## src/rtl/sdram_pkg.sv

```systemverilog
`default_nettype none
// ============================================================================
// Module      : sdram_pkg
// Description : Shared SDRAM command encodings, default timing and FIFO entry type.
// Revision    : 1.0 - initial release
// ============================================================================
package sdram_pkg;

    // Command bus encoding {cs_n, ras_n, cas_n, we_n}
    localparam logic [3:0] CMD_NOP  = 4'b0111;
    localparam logic [3:0] CMD_ACT  = 4'b0011;
    localparam logic [3:0] CMD_RD   = 4'b0101;
    localparam logic [3:0] CMD_WR   = 4'b0100;
    localparam logic [3:0] CMD_PRE  = 4'b0010;
    localparam logic [3:0] CMD_AREF = 4'b0001;

    localparam int unsigned DEF_BURST_LEN = 4;
    localparam int unsigned DEF_CAS_LAT   = 3;
    localparam int unsigned DEF_DATA_W    = 16;

    typedef struct packed {
        logic                  last;
        logic [DEF_DATA_W-1:0] data;
    } rd_entry_t;

    function automatic logic is_read(input logic [3:0] cmd);
        return cmd == CMD_RD;
    endfunction

endpackage
`default_nettype wire

```

## src/rtl/sdram_rd_capture_if.sv

```systemverilog
`default_nettype none
// ============================================================================
// Module      : sdram_rd_capture_if
// Description : Valid/ready read-data stream from the capture stage to its consumer.
// Revision    : 1.0 - initial release
// ============================================================================
interface sdram_rd_capture_if #(
    parameter int DATA_W = 16
);
    logic [DATA_W-1:0] rd_data;
    logic              rd_data_last;
    logic              rd_data_valid;
    logic              rd_data_ready;

    modport master (
        output rd_data,
        output rd_data_last,
        output rd_data_valid,
        input  rd_data_ready
    );

    modport slave (
        input  rd_data,
        input  rd_data_last,
        input  rd_data_valid,
        output rd_data_ready
    );
endinterface
`default_nettype wire

```

## src/rtl/sdram_sync_fifo.sv

```systemverilog
`default_nettype none
// ============================================================================
// Module      : sdram_sync_fifo
// Description : First-word-fall-through synchronous FIFO with wrap-bit pointers.
// Revision    : 1.0 - initial release
// ============================================================================
module sdram_sync_fifo #(
    parameter int WIDTH = 17,
    parameter int DEPTH = 16
) (
    input  wire logic                     clk,
    input  wire logic                     rst,
    input  wire logic                     i_push,
    input  wire logic [WIDTH-1:0]         i_push_data,
    input  wire logic                     i_pop,
    output logic      [WIDTH-1:0]         o_pop_data,
    output logic                          o_full,
    output logic                          o_empty,
    output logic      [$clog2(DEPTH):0]   o_level
);
    localparam int AW = $clog2(DEPTH);

    logic [WIDTH-1:0] r_mem [DEPTH];
    logic [AW:0]      r_wr_ptr;
    logic [AW:0]      r_rd_ptr;
    logic [AW:0]      r_level;
    logic [WIDTH-1:0] r_hold;
    logic             w_full;
    logic             w_empty;
    logic             w_do_push;
    logic             w_do_pop;

    assign w_full    = (r_wr_ptr[AW] != r_rd_ptr[AW]) &&
                       (r_wr_ptr[AW-1:0] == r_rd_ptr[AW-1:0]);
    assign w_empty   = (r_wr_ptr == r_rd_ptr);
    assign w_do_pop  = i_pop && !w_empty;
    assign w_do_push = i_push && (!w_full || w_do_pop);

    always_ff @(posedge clk) begin
        if (w_do_push) begin
            r_mem[r_wr_ptr[AW-1:0]] <= i_push_data;
        end
    end

    // r_hold keeps the most recently popped word so the output is stable while empty
    always_ff @(posedge clk) begin
        if (rst) begin
            r_wr_ptr <= '0;
            r_rd_ptr <= '0;
            r_level  <= '0;
            r_hold   <= '0;
        end else begin
            if (w_do_push) begin
                r_wr_ptr <= r_wr_ptr + 1'b1;
            end
            if (w_do_pop) begin
                r_rd_ptr <= r_rd_ptr + 1'b1;
                r_hold   <= r_mem[r_rd_ptr[AW-1:0]];
            end
            case ({w_do_push, w_do_pop})
                2'b10:   r_level <= r_level + 1'b1;
                2'b01:   r_level <= r_level - 1'b1;
                default: r_level <= r_level;
            endcase
        end
    end

    assign o_pop_data = w_empty ? r_hold : r_mem[r_rd_ptr[AW-1:0]];
    assign o_full     = w_full;
    assign o_empty    = w_empty;
    assign o_level    = r_level;

endmodule
`default_nettype wire

```

## src/rtl/sdram_rd_capture.sv

```systemverilog
`default_nettype none
// ============================================================================
// Module      : sdram_rd_capture
// Description : Detects READ commands, captures one DQ burst after CAS latency, buffers it.
// Revision    : 1.0 - initial release
// ============================================================================
module sdram_rd_capture
    import sdram_pkg::*;
#(
    parameter int CAS_LAT    = DEF_CAS_LAT,
    parameter int BURST_LEN  = DEF_BURST_LEN,
    parameter int DATA_W     = DEF_DATA_W,
    parameter int FIFO_DEPTH = 16
) (
    input  wire logic                          sclk,
    input  wire logic                          s_rst,
    input  wire logic [3:0]                    rd_cmd,
    input  wire logic [DATA_W-1:0]             sdram_dq_in,
    sdram_rd_capture_if.master                 rd_if,
    output logic      [$clog2(FIFO_DEPTH):0]   fifo_level,
    output logic                               overflow,
    output logic                               proto_err
);
    localparam int                BW          = $clog2(BURST_LEN);
    localparam logic [BW-1:0]     C_LAST_BEAT = BW'(BURST_LEN - 1);
    localparam logic [0:0]        ST_IDLE     = 1'b0;
    localparam logic [0:0]        ST_CAP      = 1'b1;

    typedef struct packed {
        logic              last;
        logic [DATA_W-1:0] data;
    } entry_t;

    logic [CAS_LAT-1:0] r_dly;
    logic [0:0]         r_state;
    logic [0:0]         w_next_state;
    logic [BW-1:0]      r_beat;
    logic [BW-1:0]      w_next_beat;
    logic [BW-1:0]      w_beat_idx;
    logic               w_dstart;
    logic               w_sample;
    logic               w_abort;
    logic               w_pop;
    logic               w_full;
    logic               w_empty;
    logic               r_overflow;
    logic               r_proto_err;
    entry_t             w_push_entry;
    entry_t             w_head;

    assign w_dstart = r_dly[CAS_LAT-1];

    always_ff @(posedge sclk) begin
        if (s_rst) begin
            r_state <= ST_IDLE;
            r_beat  <= '0;
        end else begin
            r_state <= w_next_state;
            r_beat  <= w_next_beat;
        end
    end

    // A delayed start always restarts at beat 0; in CAP that aborts the running burst
    always_comb begin
        w_next_state = r_state;
        w_next_beat  = r_beat;
        case (r_state)
            ST_IDLE: begin
                if (w_dstart) begin
                    w_next_state = ST_CAP;
                    w_next_beat  = BW'(1);
                end
            end
            ST_CAP: begin
                if (w_dstart) begin
                    w_next_beat = BW'(1);
                end else if (r_beat == C_LAST_BEAT) begin
                    w_next_state = ST_IDLE;
                    w_next_beat  = '0;
                end else begin
                    w_next_beat = r_beat + 1'b1;
                end
            end
            default: begin
                w_next_state = ST_IDLE;
                w_next_beat  = '0;
            end
        endcase
    end

    always_comb begin
        w_sample   = 1'b0;
        w_abort    = 1'b0;
        w_beat_idx = '0;
        case (r_state)
            ST_IDLE: begin
                w_sample = w_dstart;
            end
            ST_CAP: begin
                w_sample   = 1'b1;
                w_abort    = w_dstart;
                w_beat_idx = w_dstart ? '0 : r_beat;
            end
            default: ;
        endcase
    end

    always_ff @(posedge sclk) begin
        if (s_rst) begin
            r_dly       <= '0;
            r_overflow  <= 1'b0;
            r_proto_err <= 1'b0;
        end else begin
            r_dly <= {r_dly[CAS_LAT-2:0], is_read(rd_cmd)};
            if (w_sample && w_full && !w_pop) begin
                r_overflow <= 1'b1;
            end
            if (w_abort) begin
                r_proto_err <= 1'b1;
            end
        end
    end

    assign w_push_entry.last = w_sample && (w_beat_idx == C_LAST_BEAT);
    assign w_push_entry.data = sdram_dq_in;
    assign w_pop             = !w_empty && rd_if.rd_data_ready;

    sdram_sync_fifo #(
        .WIDTH (DATA_W + 1),
        .DEPTH (FIFO_DEPTH)
    ) u_fifo (
        .clk         (sclk),
        .rst         (s_rst),
        .i_push      (w_sample),
        .i_push_data (w_push_entry),
        .i_pop       (w_pop),
        .o_pop_data  (w_head),
        .o_full      (w_full),
        .o_empty     (w_empty),
        .o_level     (fifo_level)
    );

    assign rd_if.rd_data       = w_head.data;
    assign rd_if.rd_data_last  = w_head.last && !w_empty;
    assign rd_if.rd_data_valid = !w_empty;
    assign overflow            = r_overflow;
    // The abort is flagged in the cycle the offending start arrives, then held
    assign proto_err           = r_proto_err | w_abort;

endmodule
`default_nettype wire

```

## src/flat_wrapper.sv

```systemverilog
// flat-port wrapper written by rule: the top's interface ports become plain ports
module sdram_rd_capture_flat import sdram_pkg::*;
#(
    parameter int CAS_LAT    = DEF_CAS_LAT,
    parameter int BURST_LEN  = DEF_BURST_LEN,
    parameter int DATA_W     = DEF_DATA_W,
    parameter int FIFO_DEPTH = 16
)
  (sclk, s_rst, rd_cmd, sdram_dq_in, fifo_level, overflow, proto_err, rd_if_rd_data, rd_if_rd_data_last, rd_if_rd_data_valid, rd_if_rd_data_ready);
  sdram_rd_capture_if #(.DATA_W(DATA_W)) rd_if_i ();
  input  wire logic sclk;
  input  wire logic s_rst;
  input  wire logic [3:0] rd_cmd;
  input  wire logic [DATA_W-1:0] sdram_dq_in;
  output logic      [$clog2(FIFO_DEPTH):0] fifo_level;
  output logic overflow;
  output logic proto_err;
  output wire logic [$bits(rd_if_i.rd_data)-1:0] rd_if_rd_data;
  output wire logic [$bits(rd_if_i.rd_data_last)-1:0] rd_if_rd_data_last;
  output wire logic [$bits(rd_if_i.rd_data_valid)-1:0] rd_if_rd_data_valid;
  input wire logic [$bits(rd_if_i.rd_data_ready)-1:0] rd_if_rd_data_ready;
  assign rd_if_rd_data = rd_if_i.rd_data;
  assign rd_if_rd_data_last = rd_if_i.rd_data_last;
  assign rd_if_rd_data_valid = rd_if_i.rd_data_valid;
  assign rd_if_i.rd_data_ready = rd_if_rd_data_ready;
  sdram_rd_capture #(.CAS_LAT(CAS_LAT), .BURST_LEN(BURST_LEN), .DATA_W(DATA_W), .FIFO_DEPTH(FIFO_DEPTH)) u_core (.sclk(sclk), .s_rst(s_rst), .rd_cmd(rd_cmd), .sdram_dq_in(sdram_dq_in), .rd_if(rd_if_i), .fifo_level(fifo_level), .overflow(overflow), .proto_err(proto_err));
endmodule
```

## config.mk

```make
export PLATFORM = sky130hd
export DESIGN_NAME = sdram_rd_capture_flat
export DESIGN_NICKNAME = d
export VERILOG_FILES = /design/src/rtl/sdram_pkg.sv /design/src/rtl/sdram_rd_capture_if.sv /design/src/rtl/sdram_sync_fifo.sv /design/src/rtl/sdram_rd_capture.sv /design/src/flat_wrapper.sv
export SDC_FILE = /design/constraint.sdc
export NUM_CORES = 1
export LEC_CHECK = 0
export ABC_AREA = 1
export BUFFER_PORTS_ARGS = -buffer_cell sky130_fd_sc_hd__buf_2
export CAP_MARGIN = 20
export CORE_ASPECT_RATIO = 0.8
export CORE_MARGIN = 8
export CORE_UTILIZATION = 61
export CTS_BUF_LIST = sky130_fd_sc_hd__clkbuf_8 sky130_fd_sc_hd__clkbuf_16
export CTS_CLUSTER_DIAMETER = 120
export CTS_CLUSTER_SIZE = 14
export DETAILED_ROUTE_END_ITERATION = 10
export GPL_TIMING_DRIVEN = 0
export PLACE_DENSITY = 0.79
export SLEW_MARGIN = 40
export SYNTH_ARGS = -nofsm -noshare
export SYNTH_HDL_FRONTEND = slang
export SYNTH_SLANG_ARGS = --single-unit
```

## constraint.sdc

```tcl
create_clock -name sclk -period 2.54 [get_ports sclk]
set_input_delay 0.127 -clock sclk [delete_from_list [all_inputs] [get_ports sclk]]
set_output_delay 0.127 -clock sclk [all_outputs]
set_load 0.01 [all_outputs]
```

; Word-level counts from Yosys, hierarchy flattened
; Memory sizes are Yosys's and may differ from the RTL's. A register that Yosys moved wholly into a read port is not among the register bits.
; Index checks and enable logic that the tools add are counted.
[word_totals]
latchBits = 0
output_inout_bits = 25
memories = 1
rom_bits = 0
ram_bits = 272
register_bits = 40
[memory_table]
columns = name, words, word_bits, rd, rd_ports_with_merged_regs, write_ports, line
row1 = u_core.u_fifo.r_mem, 16, 17, 1, 1, 1, sdram_sync_fifo.sv:23  ; logic [WIDTH-1:0] r_mem [DEPTH];
[op_classes]
shift = 0
n_addsub = 5
mul = 0
reduce_logical = 13
eq_ne = 9
magnitude_cmp = 0
div = 0
n_mux = 18
bitwise_logic = 2
[op_table]
columns = operator, count
row1 = $mux 17, 1
row2 = $add 5x1->5 const B, 3
row3 = $mux 2, 5
row4 = $pmux 5 s2, 1
row5 = $logic_and 1x1->1, 8
row6 = $mux 4, 2
row7 = $eq 2x2->1 const B, 3
row8 = $mux 1, 6
row9 = $eq 5x5->1, 1
row10 = $sub 5x1->5 const B, 1
row11 = $eq 4x3->1 const B, 1
row12 = $eq 4x4->1, 1
row13 = $pmux 1 s2, 2
row14 = $pmux 2 s2, 1
row15 = $logic_not 1->1, 3
row16 = $add 2x1->2 const B, 1
row17 = $eq 2x1->1 const B, 1
row18 = $ne 2x1->1 const B, 1
row19 = $reduce_bool 2->1, 1
row20 = $logic_or 1x1->1, 1
row21 = $ne 1x1->1, 1
row22 = $not 1->1, 1
row23 = $or 1x1->1, 1

; Logic depth before layout (Yosys ltp)
; Gate-level depths: netlist of run 1.
[depth]
depth_word = 8
ltp_mapped = 18
mapped_depth_nobuf = 18

; Modules after synthesis
; Synthesis of run 1 repeated with hierarchy kept, for this count alone.
[hier_totals]
cells_unflattened = 1168
area_unflattened_um2 = 13191.4
[modules_own_cells]
columns = module, seq_area_each_um2, area_per_inst_um2, n_inst, cells_each
row1 = sdram_sync_fifo, 8888.5, 12849.8, 1, 1125
row2 = sdram_rd_capture, 160.2, 341.6, 1, 43

; Least setup slack after synthesis of run 1
; No wires, ideal clock.
[synth_timing]
path_kind = register to register
start = register u_core.u_fifo.r_wr_ptr[0]
end = register u_core.u_fifo.r_wr_ptr[4]
setup_time_ns = 0.118
path_slack_ns = 0.392
path_stages_with_launch = 13
period_less_slack_ns = 2.148
arrival_ns = 2.031
cell_sequence = dfxtp_1 inv_1 nand2_1 nand2_1 nor2_2 nand3_1 nand2_2 inv_2 nand2_2 nor2_1 inv_1 o21ai_1 a21oi_1
[synth_between]
elab_chain_len = 6
elab_cells_between_ends = 10
[synth_rtl]
columns = element, line
row1 = start: declaration, sdram_sync_fifo.sv:24  ; logic [AW:0] r_wr_ptr;
row2 = start signal: assignment, sdram_sync_fifo.sv:54  ; r_wr_ptr <= r_wr_ptr + 1'b1;
row3 = $eq 5x5->1, sdram_sync_fifo.sv:35  ; assign w_empty = (r_wr_ptr == r_rd_ptr);
row4 = $logic_not 1->1, "sdram_sync_fifo.sv:36, sdram_rd_capture.sv:126"
row5 = $logic_and 1x1->1, sdram_rd_capture.sv:126  ; assign w_pop = !w_empty && rd_if.rd_data_ready;
row6 = $logic_and 1x1->1, sdram_sync_fifo.sv:36  ; assign w_do_pop = i_pop && !w_empty;
row7 = $logic_or 1x1->1, sdram_sync_fifo.sv:37  ; assign w_do_push = i_push && (!w_full || w_do_pop);
row8 = $logic_and 1x1->1, sdram_sync_fifo.sv:37
; Parallel ways exist; a longest one is shown, timed or not.
; A chain may end at the register's enable or synchronous reset.

==> results.sh, run 1 <==
export IMPL_min_period_ps=2520
export IMPL_seq_power_share_pct=49.8
export IMPL_coreArea_mm2=0.0208
export IMPL_setup_violations=0
export IMPL_start_util_pct=62.4
export IMPL_cts_buffers=26
export IMPL_post_place_cells=1345
export IMPL_ys_seq_area_share_pct=69.7
export IMPL_nNetsFinal=1159
export IMPL_cts_buffer_depth=3
export IMPL_min_path_cells=2
export IMPL_status="complete, no violations"
export IMPL_drt_iter0_drc=1448
export IMPL_grt_util_all_layers_pct=26.8
export IMPL_grt_max_degree=17
export IMPL_num_rows=47
export IMPL_fin_area_mm2=0.0153
export IMPL_period_share_pct=99.4
export IMPL_critPathRequiredTime_ps=2410
export IMPL_dieArea_mm2=0.0262
export IMPL_clk_latency_ps=540
export IMPL_clock_fmax_ghz=0.396
export IMPL_switchingPower_mw=3.15
export IMPL_dr_pass1_iters=5
export IMPL_final_hold_viol_count=0
export IMPL_synth_cell_type_count=39
export IMPL_num_fill_cells=1285
export IMPL_grt_overflow=0
export IMPL_hold_start="s_rst"
export IMPL_path_clk_slew_ps=70
export IMPL_numClockSinks=315
export IMPL_timing_hold_ws_ps=39.7
export IMPL_drive_gt1_share_pct=19.1
export IMPL_worstHoldPathType="input port to flop"
export IMPL_clock_skew_final_ps=9.02
export IMPL_die_w_um=179
export IMPL_die_h_um=146
export IMPL_ir_drop_mv=0.651
export IMPL_p_comb_share_pct=18.2
export IMPL_placed_area_mm2=0.0140
export IMPL_p_leak_nw=5.46
export IMPL_drt_total_wl_mm=36.0
export IMPL_vias_per_cell=6.47
export IMPL_cp_data_arrival_time_ps=2400
export IMPL_startpoint_type="flop"
export IMPL_boundaryPins=48
export IMPL_netlist_instances=1014
export IMPL_avgSynthCellArea_um2=12.8
export IMPL_power_density_mw_per_mm2=755
export IMPL_fin_util_pct=73.5
export IMPL_syn_cell_area_mm2=0.0130
export IMPL_final_cell_count_no_fill=1417
export IMPL_ys_seq_elements=315
export IMPL_sw_frac_of_total_pct=27.3
export IMPL_antennaDiodeCount=0
export IMPL_dp_hpwl_mm=22.8
export IMPL_cap_violations=0
export IMPL_min_to="u_core.r_dly[1]$_SDFF_PP0_"
export IMPL_antenna_found_initial=0
export IMPL_rr_worst_depth=8
export IMPL_critical_path_class="flop to output pin"
export IMPL_power_frac_clock_pct=32.1
export IMPL_htreeDepth=1
export IMPL_io_buffer_count=46
export IMPL_end_kind="output pin"
export IMPL_path_max_fanout=10
export IMPL_rrSetupSlack_ps=200
export IMPL_vias=9163
export IMPL_tns_ps=0
export IMPL_grt_first_pass_wirelength_mm=52.4
export IMPL_yosys_warnings=0
export IMPL_grt_pass1_vias=8840
export IMPL_gp_congestion=0.878
export IMPL_worst_pin_slew_ps=727
export IMPL_ctsRootBufferMaster="clkbuf_16"
export IMPL_drc_errors=0
export IMPL_syn2layout_area_growth_pct=17.7
export IMPL_drv_slew=0
export IMPL_syn_nets=1045
export IMPL_critical_path_reg2reg_startpoint="u_core.u_fifo.r_rd_ptr[4]$_SDFFE_PP0N_"
export IMPL_antenna_left=0
export IMPL_reg2reg_to="u_core.u_fifo.r_mem[14][2]$_DFFE_PP_"
export IMPL_maxSlewHeadroom_pct=51.5
export IMPL_wire_per_inst_um=25.4
export IMPL_cts_tree="done"
export IMPL_rsz0062_at_grt="yes"
export IMPL_p_int_mw=8.37
-- cell type report --
cell class              instances  area [um^2]  area share [%]
plain buffers                  56          457            2.99
clock buffers                  27          676            4.43
clock inverters                21         83.8           0.549
inverters                     115          437            2.86
multi-input cells             526         3350            22.0
flip-flops and latches        315         9040            59.2
well taps                     269          337            2.21
repair buffers                 88          877            5.75
-- worst max path at each step --
stage | start | end | slack [ps] | cells past startpoint
floorplan | u_core.u_fifo.r_wr_ptr[0]$_SDFFE_PP0P_ | u_core.u_fifo.r_wr_ptr[4]$_SDFFE_PP0P_ | 390 | 12
global placement | u_core.u_fifo.r_wr_ptr[0]$_SDFFE_PP0P_ | u_core.u_fifo.r_wr_ptr[4]$_SDFFE_PP0P_ | -770 | 12
detailed placement | flop | rd_if_rd_data[15] | -140 | 8
CTS | flop | rd_if_rd_data[13] | 1 | 8
global route | flop | rd_if_rd_data[4] | -40 | 11
finish | flop | rd_if_rd_data[15] | 20 | 9
-- metal layers --
| metal | vias to the layer above | wire length, um | track usage [%] |
|---|---|---|---|
| li1 | 3921 | - | - |
| met1 | 4361 | 13400 | 37.3 |
| met2 | 753 | 16400 | 40.8 |
| met3 | 128 | 4510 | 4.69 |
| met4 | 0 | 1700 | 11.9 |
| met5 | - | 0 | 0 |
-- power groups by stage --
stage	logic, mW	registers, mW	clock network [mW]
2_1_floorplan	1.13	5.83	0
3_5_place_dp	1.79	5.83	0
5_1_grt	2.22	5.74	3.87
3_3_place_gp	1.74	5.83	0
4_1_cts	1.89	5.72	3.67
6_report	2.09	5.73	3.70
-- synth_stat cells (all sizes together) --
library cell  count  share of area [%]
clkinv            2              0.058
xnor2             2               0.14
o21ai           123                4.7
nand4             3               0.31
a21oi            94                3.7
inv             113                3.3
o221a             1              0.087
and3              1              0.048
edfxtp          272                 63
ha                8               0.77
nor3              2              0.077
a31oi             6               0.29
nand3            26                1.1
nor2             44                1.4
a211oi            3               0.21
clkbuf           30               0.87
nand2            72                2.2
dfxtp            43                6.6
buf              28                1.6
nor4b             1              0.068
o211ai           69                4.0
o21a              1              0.058
mux2i            68                5.3
or2               2               0.12
-- kinds of logic (layout without fill, tap and decap cells) --
group,count (synthesis),count (layout),share of synthesized area (%)
and+or+nand+nor,151,151,5.31
muxes,68,68,5.25
buffers and inverters,173,307,5.79
adders and majority gates,8,8,0.772
xor gates and xnor gates,2,2,0.135
AOI/OAI and AO/OA,297,297,13.1
DFF,315,315,69.7
-- placed cells by master (no fill, tap or decap), types with 9 or more instances in the layout --
cell           netlist  final
nand3_1             24     23
dfxtp_1             43     38
clkbuf_2             0     13
dlygate4sd3_1        0     18
nor2_1              40     23
nand2_1             65     63
o21ai_0            105     96
buf_6                9     14
buf_8                0      9
nor2_4               1     17
mux2i_1             68     68
inv_2               12     15
nand2_2              7      9
buf_2               12     54
edfxtp_1           272    272
a21oi_1             93     88
o211ai_1            68     68
inv_1              101    117
o21ai_1             18     24
clkbuf_16            0     31
-- flip-flops by register name (all words and copies together), names as in the netlist, named ones only --
signal and flops:
u_core.r_beat 2, u_core.u_fifo.r_rd_ptr 5, u_core.u_fifo.o_level 5, u_core.overflow 1
u_core.u_fifo.r_mem 272, u_core.r_proto_err 1, u_core.r_dly 3, u_core.u_fifo.r_hold 16
u_core.u_fifo.r_wr_ptr 5, u_core.r_state 1
-- worst max-delay path, cell delays in order (launching register included) --
cell      delay (ps)
dfxtp_1          310
buf_2            190
clkinv_2         250
clkbuf_4         310
o211ai_1         160
nand3_1          120
nand2_2          150
inv_2             60
o21ai_2          140
buf_2            150
-- through the flow --
step	setup WS [ps]	power, mW
after detailed placement	-136	7.62
after global routing	-39.1	11.8
after CTS	1.19	11.3
after global placement	-772	7.57
after floorplan	392	6.96
final	15.9	11.5
-- repair_timing --
| item | 4_1_cts | 5_1_grt |
|---|---|---|
| hold endpoints to repair | 257 | 0 |
| pin swaps | 4 | 20 |
| hold buffers | 18 | 0 |
| setup endpoints to repair | 19 | 17 |
| gates resized for setup | 42 | 67 |
| gates cloned | 0 | 4 |
| buffers inserted | 1 | 3 |
(Power assumes the default switching activity.)
==> run 2: changes to the inputs <==
- CORE_UTILIZATION: 61 -> 62
- PLACE_DENSITY: 0.79 -> 0.8
- SYNTH_HIERARCHICAL: not set -> 1
==> run 2 against run 1 <==
Register-to-register slack lost 180 ps. Synthesized cell count grew 15%. Core utilization grew 1.4 points. Non-clock buffer count grew 14. Critical endpoint is now rd_if_rd_data[13]. Clock skew grew 8.2 ps. Global-route usage grew 3.0 points. Highest routed layer is now met5. Sequential share of layout area shrank 0.86 points. First-iteration DRC count grew 12%. Power shrank 18%. The flow now finishes with violations (setup timing). Maximum frequency shrank 3.6%. Via count grew 12%. Cell area grew 1.9%.
==> results.sh, run 2 <==
export IMPL_num_rows=47
export IMPL_tns_ps=-160
export IMPL_p_leak_nw=5.90
export IMPL_vias_per_cell=6.48
export IMPL_post_place_cells=1497
export IMPL_netlist_instances=1168
export IMPL_fin_area_mm2=0.0155
export IMPL_drc_errors=0
export IMPL_seq_power_share_pct=59.4
export IMPL_vias=10200
export IMPL_switchingPower_mw=1.88
export IMPL_power_frac_clock_pct=38.6
export IMPL_coreArea_mm2=0.0208
export IMPL_period_share_pct=103
export IMPL_cp_data_arrival_time_ps=2490
export IMPL_critPathRequiredTime_ps=2410
export IMPL_cts_buffer_depth=3
export IMPL_largest_reg_flops=272
export IMPL_ys_seq_area_share_pct=68.6
export IMPL_yosys_top_cells_count="272 x edfxtp_1, 175 x inv_1, 139 x nand2_1"
export IMPL_drt_total_wl_mm=40.9
export IMPL_io_buffer_count=47
export IMPL_grt_max_degree=18
export IMPL_multi_input_area_mm2=0.00338
export IMPL_violations="setup timing"
export IMPL_grt_overflow=0
export IMPL_syn_nets=1201
export IMPL_register_area_mm2=0.00907
export IMPL_critical_path_class="flop to output pin"
export IMPL_post_synth_top_area_fraction_pct=61.9
export IMPL_ir_drop_mv=0.583
export IMPL_grt_first_pass_wirelength_mm=57.9
export IMPL_startpoint_type="flop"
export IMPL_clock_fmax_ghz=0.382
export IMPL_power_density_mw_per_mm2=609
export IMPL_final_hold_viol_count=0
export IMPL_ys_flop_type="edfxtp_1"
export IMPL_yosys_area_top_type="edfxtp_1"
export IMPL_path_max_fanout=10
export IMPL_mostFrequentLayoutCell="edfxtp_1"
export IMPL_clk_latency_ps=540
export IMPL_dp_slack_ps=-535
export IMPL_grt_util_all_layers_pct=29.9
export IMPL_antennaDiodeCount=0
export IMPL_cts_tree="done"
export IMPL_cp_common_cell="buf_2"
export IMPL_ctsRootBufferMaster="clkbuf_16"
export IMPL_avgSynthCellArea_um2=11.3
export IMPL_worst_pin_slew_ps=780
export IMPL_gp_congestion=0.928
export IMPL_ys_seq_elements=316
export IMPL_mostFrequentLayoutCells="272 x edfxtp_1, 188 x inv_1, 123 x nand2_1, 108 x nand3_1, 98 x o21ai_0"
export IMPL_yosys_warnings=6
export IMPL_die_h_um=146
export IMPL_setup_violations=6
export IMPL_nNetsFinal=1321
export IMPL_rrSetupSlack_ps=20
export IMPL_worst_slack_ps=-79.7
export IMPL_critPathMaxStageDelay_ps=340
export IMPL_clock_skew_final_ps=17.3
export IMPL_drv_slew=0
export IMPL_dieArea_mm2=0.0262
export IMPL_cap_violations=0
export IMPL_worstHoldPathType="input port to flop"
export IMPL_async_flop_share_pct=0
export IMPL_placed_area_mm2=0.0141
export IMPL_p_int_mw=7.58
export IMPL_htreeDepth=1
export IMPL_power_mw=9.46
export IMPL_boundaryPins=48
export IMPL_antenna_found_initial=2
export IMPL_cts_buffers=26
export IMPL_dr_pass1_iters=6
export IMPL_synth_most_common_cell="edfxtp_1"
export IMPL_num_fill_cells=1292
export IMPL_start_util_pct=63.5
export IMPL_path_cells="buf_2 -> clkinv_2 -> clkbuf_4 -> nand3_1 -> nand2_1 -> inv_1 -> o21ai_1 -> buf_2"
export IMPL_syn_cell_area_mm2=0.0132
export IMPL_min_period_ps=2620
export IMPL_sw_frac_of_total_pct=19.9
export IMPL_synth_edf_count=272
export IMPL_final_cell_count_no_fill=1577
export IMPL_end_kind="output pin"
export IMPL_synth_cell_type_count=33
export IMPL_antenna_left=0
export IMPL_syn2layout_area_growth_pct=17.8
export IMPL_drt_iter0_drc=1616
export IMPL_grt_pass1_vias=9734
export IMPL_wire_per_inst_um=25.9
export IMPL_status="finished with violations"
export IMPL_drive_gt1_share_pct=19.4
export IMPL_cpMaxStageDelayCell="clkbuf_4"
export IMPL_path_clk_slew_ps=70
export IMPL_rsz0062_at_grt="yes"
export IMPL_dp_hpwl_mm=25.3
export IMPL_numClockSinks=316
export IMPL_die_w_um=179
export IMPL_p_comb_share_pct=1.9
export IMPL_maxSlewHeadroom_pct=47.9
export IMPL_synth_area_top_cells="edfxtp_1 62%, dfxtp_1 6.7%, inv_1 5.0%, nand3_1 4.3%, nand2_1 4.0%"
==> run 2: path summary, 6_finish.rpt <==
kind | start | to | depth (start not counted)
max | flop | rd_if_rd_data[13] | 8
min | sdram_dq_in[4] | u_core/u_fifo/r_mem[2][4]$_DFFE_PP_ | 1
max reg2reg | u_core/u_fifo/r_rd_ptr[0]$_SDFFE_PP0N_ | u_core/u_fifo/o_level[4]$_SDFFE_PP0P_ | 22
min reg2reg | u_core/r_dly[1]$_SDFF_PP0_ | u_core/r_dly[2]$_SDFF_PP0_ | 2
==> run 2: critical path, delay by kind of cell (launching register included) <==
family	cells	cell delay [ps]
DFF	1	300
buffers and inverters	5	1220
and+or+nand+nor	2	370
AOI/OAI and AO/OA	1	60
==> run 2: final cells by class <==
class	count	area share, %
Timing Repair Buffer	93	4.94
Multi-Input combinational cell	599	21.7
Inverter	187	4.69
Sequential cell	316	58.4
Tap cell	269	2.17
Clock buffer	27	4.35
Buffer	65	3.20
Clock inverter	21	0.539
==> run 2: what timing repair did <==
item                       CTS  global route
gates resized for setup     81            82
setup endpoints to repair  276           221
hold buffers                14             0
pin swaps                    9            13
setup buffers               11             8
cloned                       0             0
hold endpoints to repair   167             0
==> run 2: per-layer routing <==
| metal | global-route usage, % | vias up | part of all wire, % |
|---|---|---|---|
| met4 | 12.8 | 4 | 5.0 |
| met3 | 8.22 | 181 | 15 |
| met5 | 0 | - | 0.064 |
| met1 | 40.0 | 4822 | 35 |
| met2 | 45.1 | 923 | 45 |
| li1 | - | 4287 | - |
==> run 2: kinds of logic after synthesis <==
family                   synth area share [%]
AO/OA/AOI/OAI                            12.2
XOR/XNOR                                0.266
adder cells (fa/ha/maj)                  1.01
buffers and inverters                    7.64
flip-flops                               68.6
AND/OR/NAND/NOR                          10.3
==> run 2: power groups by stage <==
| stage | Combinational (mW) | Sequential (mW) | Clock, mW |
|---|---|---|---|
| after floorplan | 0.0454 | 5.74 | 0 |
| after global placement | 0.140 | 5.74 | 0 |
| after detailed placement | 0.148 | 5.74 | 0 |
| after CTS | 0.173 | 5.62 | 3.65 |
| after global routing | 0.196 | 5.62 | 3.83 |
| final | 0.183 | 5.62 | 3.65 |
==> run 2: per-stage QoR <==
| stage | hold slack (ps) | util (%) |
|---|---|---|
| floorplan | 182 | - |
| global placement | 296 | 66.4 |
| detailed placement | 299 | 68.0 |
| CTS | 0.908 | 73.6 |
| global route | 16.2 | 74.9 |
| finish | 8.97 | 74.9 |
==> run 3: changes to the inputs <==
- CORE_ASPECT_RATIO: 0.8 -> 1.2
==> run 3 against run 2 <==
Sequential cell count is the same. Critical endpoint is now rd_if_rd_data[12]. Sequential share of layout area shrank 0.59 points. Die area is essentially flat. Combinational power is essentially flat. Core utilization grew 0.29 points. The run still ends with setup timing left. Critical path depth is the same. Non-clock buffer count grew 12. Global-route usage shrank 0.83 points. Setup slack gained 71 ps. Wire length shrank 5.6%. First-iteration DRC count shrank 16%.
==> results.sh, run 3 (same netlist as run 2, synthesis figures left out) <==
export IMPL_drc_errors=0
export IMPL_critPathMaxStageDelay_ps=330
export IMPL_cpMaxStageDelayCell="clkbuf_2"
export IMPL_grt_overflow=0
export IMPL_path_max_fanout=10
export IMPL_cp_buffers_inverters=5
export IMPL_nNetsFinal=1333
export IMPL_period_share_pct=100
export IMPL_final_hold_viol_count=0
export IMPL_clock_skew_final_ps=14.9
export IMPL_switchingPower_mw=1.86
export IMPL_worstHoldPathType="input port to flop"
export IMPL_violations="setup timing"
export IMPL_p_int_mw=7.58
export IMPL_cp_common_cell="buf_2"
export IMPL_vias=9961
export IMPL_num_rows=58
export IMPL_die_h_um=176
export IMPL_sw_frac_of_total_pct=19.7
export IMPL_startpoint_type="flop"
export IMPL_largest_reg_flops=272
export IMPL_critical_path_class="flop to output pin"
export IMPL_grt_max_degree=18
export IMPL_fin_area_mm2=0.0157
export IMPL_antenna_found_initial=2
export IMPL_cts_tree="done"
export IMPL_mostFrequentLayoutCell="edfxtp_1"
export IMPL_htreeDepth=1
export IMPL_cts_buffers=26
export IMPL_die_w_um=149
export IMPL_dp_hpwl_mm=24.6
export IMPL_grt_pass1_vias=9780
export IMPL_tns_ps=-13.9
export IMPL_min_period_ps=2550
export IMPL_cts_buffer_depth=3
export IMPL_coreArea_mm2=0.0209
export IMPL_p_leak_nw=5.98
export IMPL_syn2layout_area_growth_pct=19.1
export IMPL_antenna_left=0
export IMPL_grt_first_pass_wirelength_mm=56.8
export IMPL_status="finished with violations"
export IMPL_drv_slew=0
export IMPL_start_util_pct=63.1
export IMPL_power_frac_clock_pct=38.5
export IMPL_end_kind="output pin"
export IMPL_ctsRootBufferMaster="clkbuf_16"
export IMPL_path_cells="buf_2 -> clkinv_2 -> clkbuf_2 -> nand3_1 -> nand2_2 -> inv_1 -> o21ai_1 -> buf_2"
export IMPL_gp_congestion=0.914
export IMPL_clk_latency_ps=540
export IMPL_setup_violations=2
export IMPL_seq_power_share_pct=59.5
export IMPL_cap_violations=0
export IMPL_clock_fmax_ghz=0.392
export IMPL_rsz0062_at_grt="yes"
export IMPL_io_buffer_count=47
export IMPL_grt_util_all_layers_pct=29.0
export IMPL_power_density_mw_per_mm2=601
export IMPL_placed_area_mm2=0.0141
export IMPL_dieArea_mm2=0.0262
export IMPL_path_clk_slew_ps=70
export IMPL_p_comb_share_pct=1.9
export IMPL_maxSlewHeadroom_pct=46.3
export IMPL_drive_gt1_share_pct=20.5
export IMPL_critical_path_reg2reg_startpoint="u_core/u_fifo/r_wr_ptr[3]$_SDFFE_PP0P_"
export IMPL_ir_drop_mv=0.462
export IMPL_drt_total_wl_mm=38.6
export IMPL_mostFrequentLayoutCells="272 x edfxtp_1, 188 x inv_1, 120 x nand2_1, 108 x nand3_1, 94 x a21oi_1"
export IMPL_dr_pass1_iters=9
export IMPL_numClockSinks=316
export IMPL_drt_iter0_drc=1360
export IMPL_critPathRequiredTime_ps=2410
export IMPL_hold_start="sdram_dq_in[9]"
export IMPL_worst_pin_slew_ps=805
export IMPL_cp_data_arrival_time_ps=2420
export IMPL_vias_per_cell=6.26
export IMPL_worst_slack_ps=-9.09
export IMPL_wire_per_inst_um=24.2
export IMPL_path_delay_family="buffers and inverters"
export IMPL_boundaryPins=48
run 3: cell types whose count changed in the layout (fill, tap and decap cells not counted), sizes merged:
cell,change
buf,+12
inv,+1
clkbuf,-2
clkinv,-1
dlygate4sd3,+2
diode,+1
run 3: path summary, 6_finish.rpt:
check | endpoint | slack [ps] | cells past startpoint
worst max-delay path | rd_if_rd_data[12] | -9 | 8
worst min-delay path | u_core/u_fifo/r_mem[1][9]$_DFFE_PP_ | 5 | 1
worst min register to register | u_core/r_dly[2]$_SDFF_PP0_ | 410 | 2
worst max register to register | u_core/u_fifo/r_mem[3][4]$_DFFE_PP_ | 90 | 14
run 3: stage by stage:
stage	total power [mW]	instances	worst slack [ps]	utilization [%]	hold WS [ps]
after floorplan	5.79	1168	-84.8	-	182
after global placement	5.88	1485	-1070	65.9	298
after detailed placement	5.89	1498	-475	67.6	297
after CTS	9.43	1577	-47.7	73.8	3.21
after global routing	9.64	1591	-46.1	75.1	8.40
final	9.44	1591	-9.09	75.1	5.34
run 3: metal layers:
| metal | up-vias | wire, um | track usage, % |
|---|---|---|---|
| li1 | 4319 | - | - |
| met2 | 796 | 18800 | 47.3 |
| met5 | - | 13 | 0 |
| met3 | 167 | 4590 | 6.26 |
| met1 | 4677 | 13000 | 34.2 |
| met4 | 2 | 2160 | 19.0 |
run 3: area by class of cell:
class,count,area [um^2]
Timing Repair Buffer,104,901
Multi-Input combinational cell,599,3400
Tap cell,270,338
Inverter,187,726
Antenna cell,1,2.50
Fill cell,1217,5190
Buffer,66,505
Sequential cell,316,9070
Clock inverter,21,83.8
Clock buffer,27,676
run 3: power by group through the flow:
stage | sequential (mW) | clock (mW) | combinational [mW]
2_1_floorplan | 5.74 | 0 | 0.0454
3_3_place_gp | 5.74 | 0 | 0.142
3_5_place_dp | 5.74 | 0 | 0.149
4_1_cts | 5.62 | 3.63 | 0.175
5_1_grt | 5.62 | 3.83 | 0.197
6_report | 5.62 | 3.64 | 0.183
run 3: timing repair:
item	4_1_cts	5_1_grt
hold buffers	16	0
setup endpoints to repair	276	154
gates cloned	0	0
gates resized for setup	97	73
pin swaps	12	23
hold endpoints to repair	185	0
buffers inserted	15	13
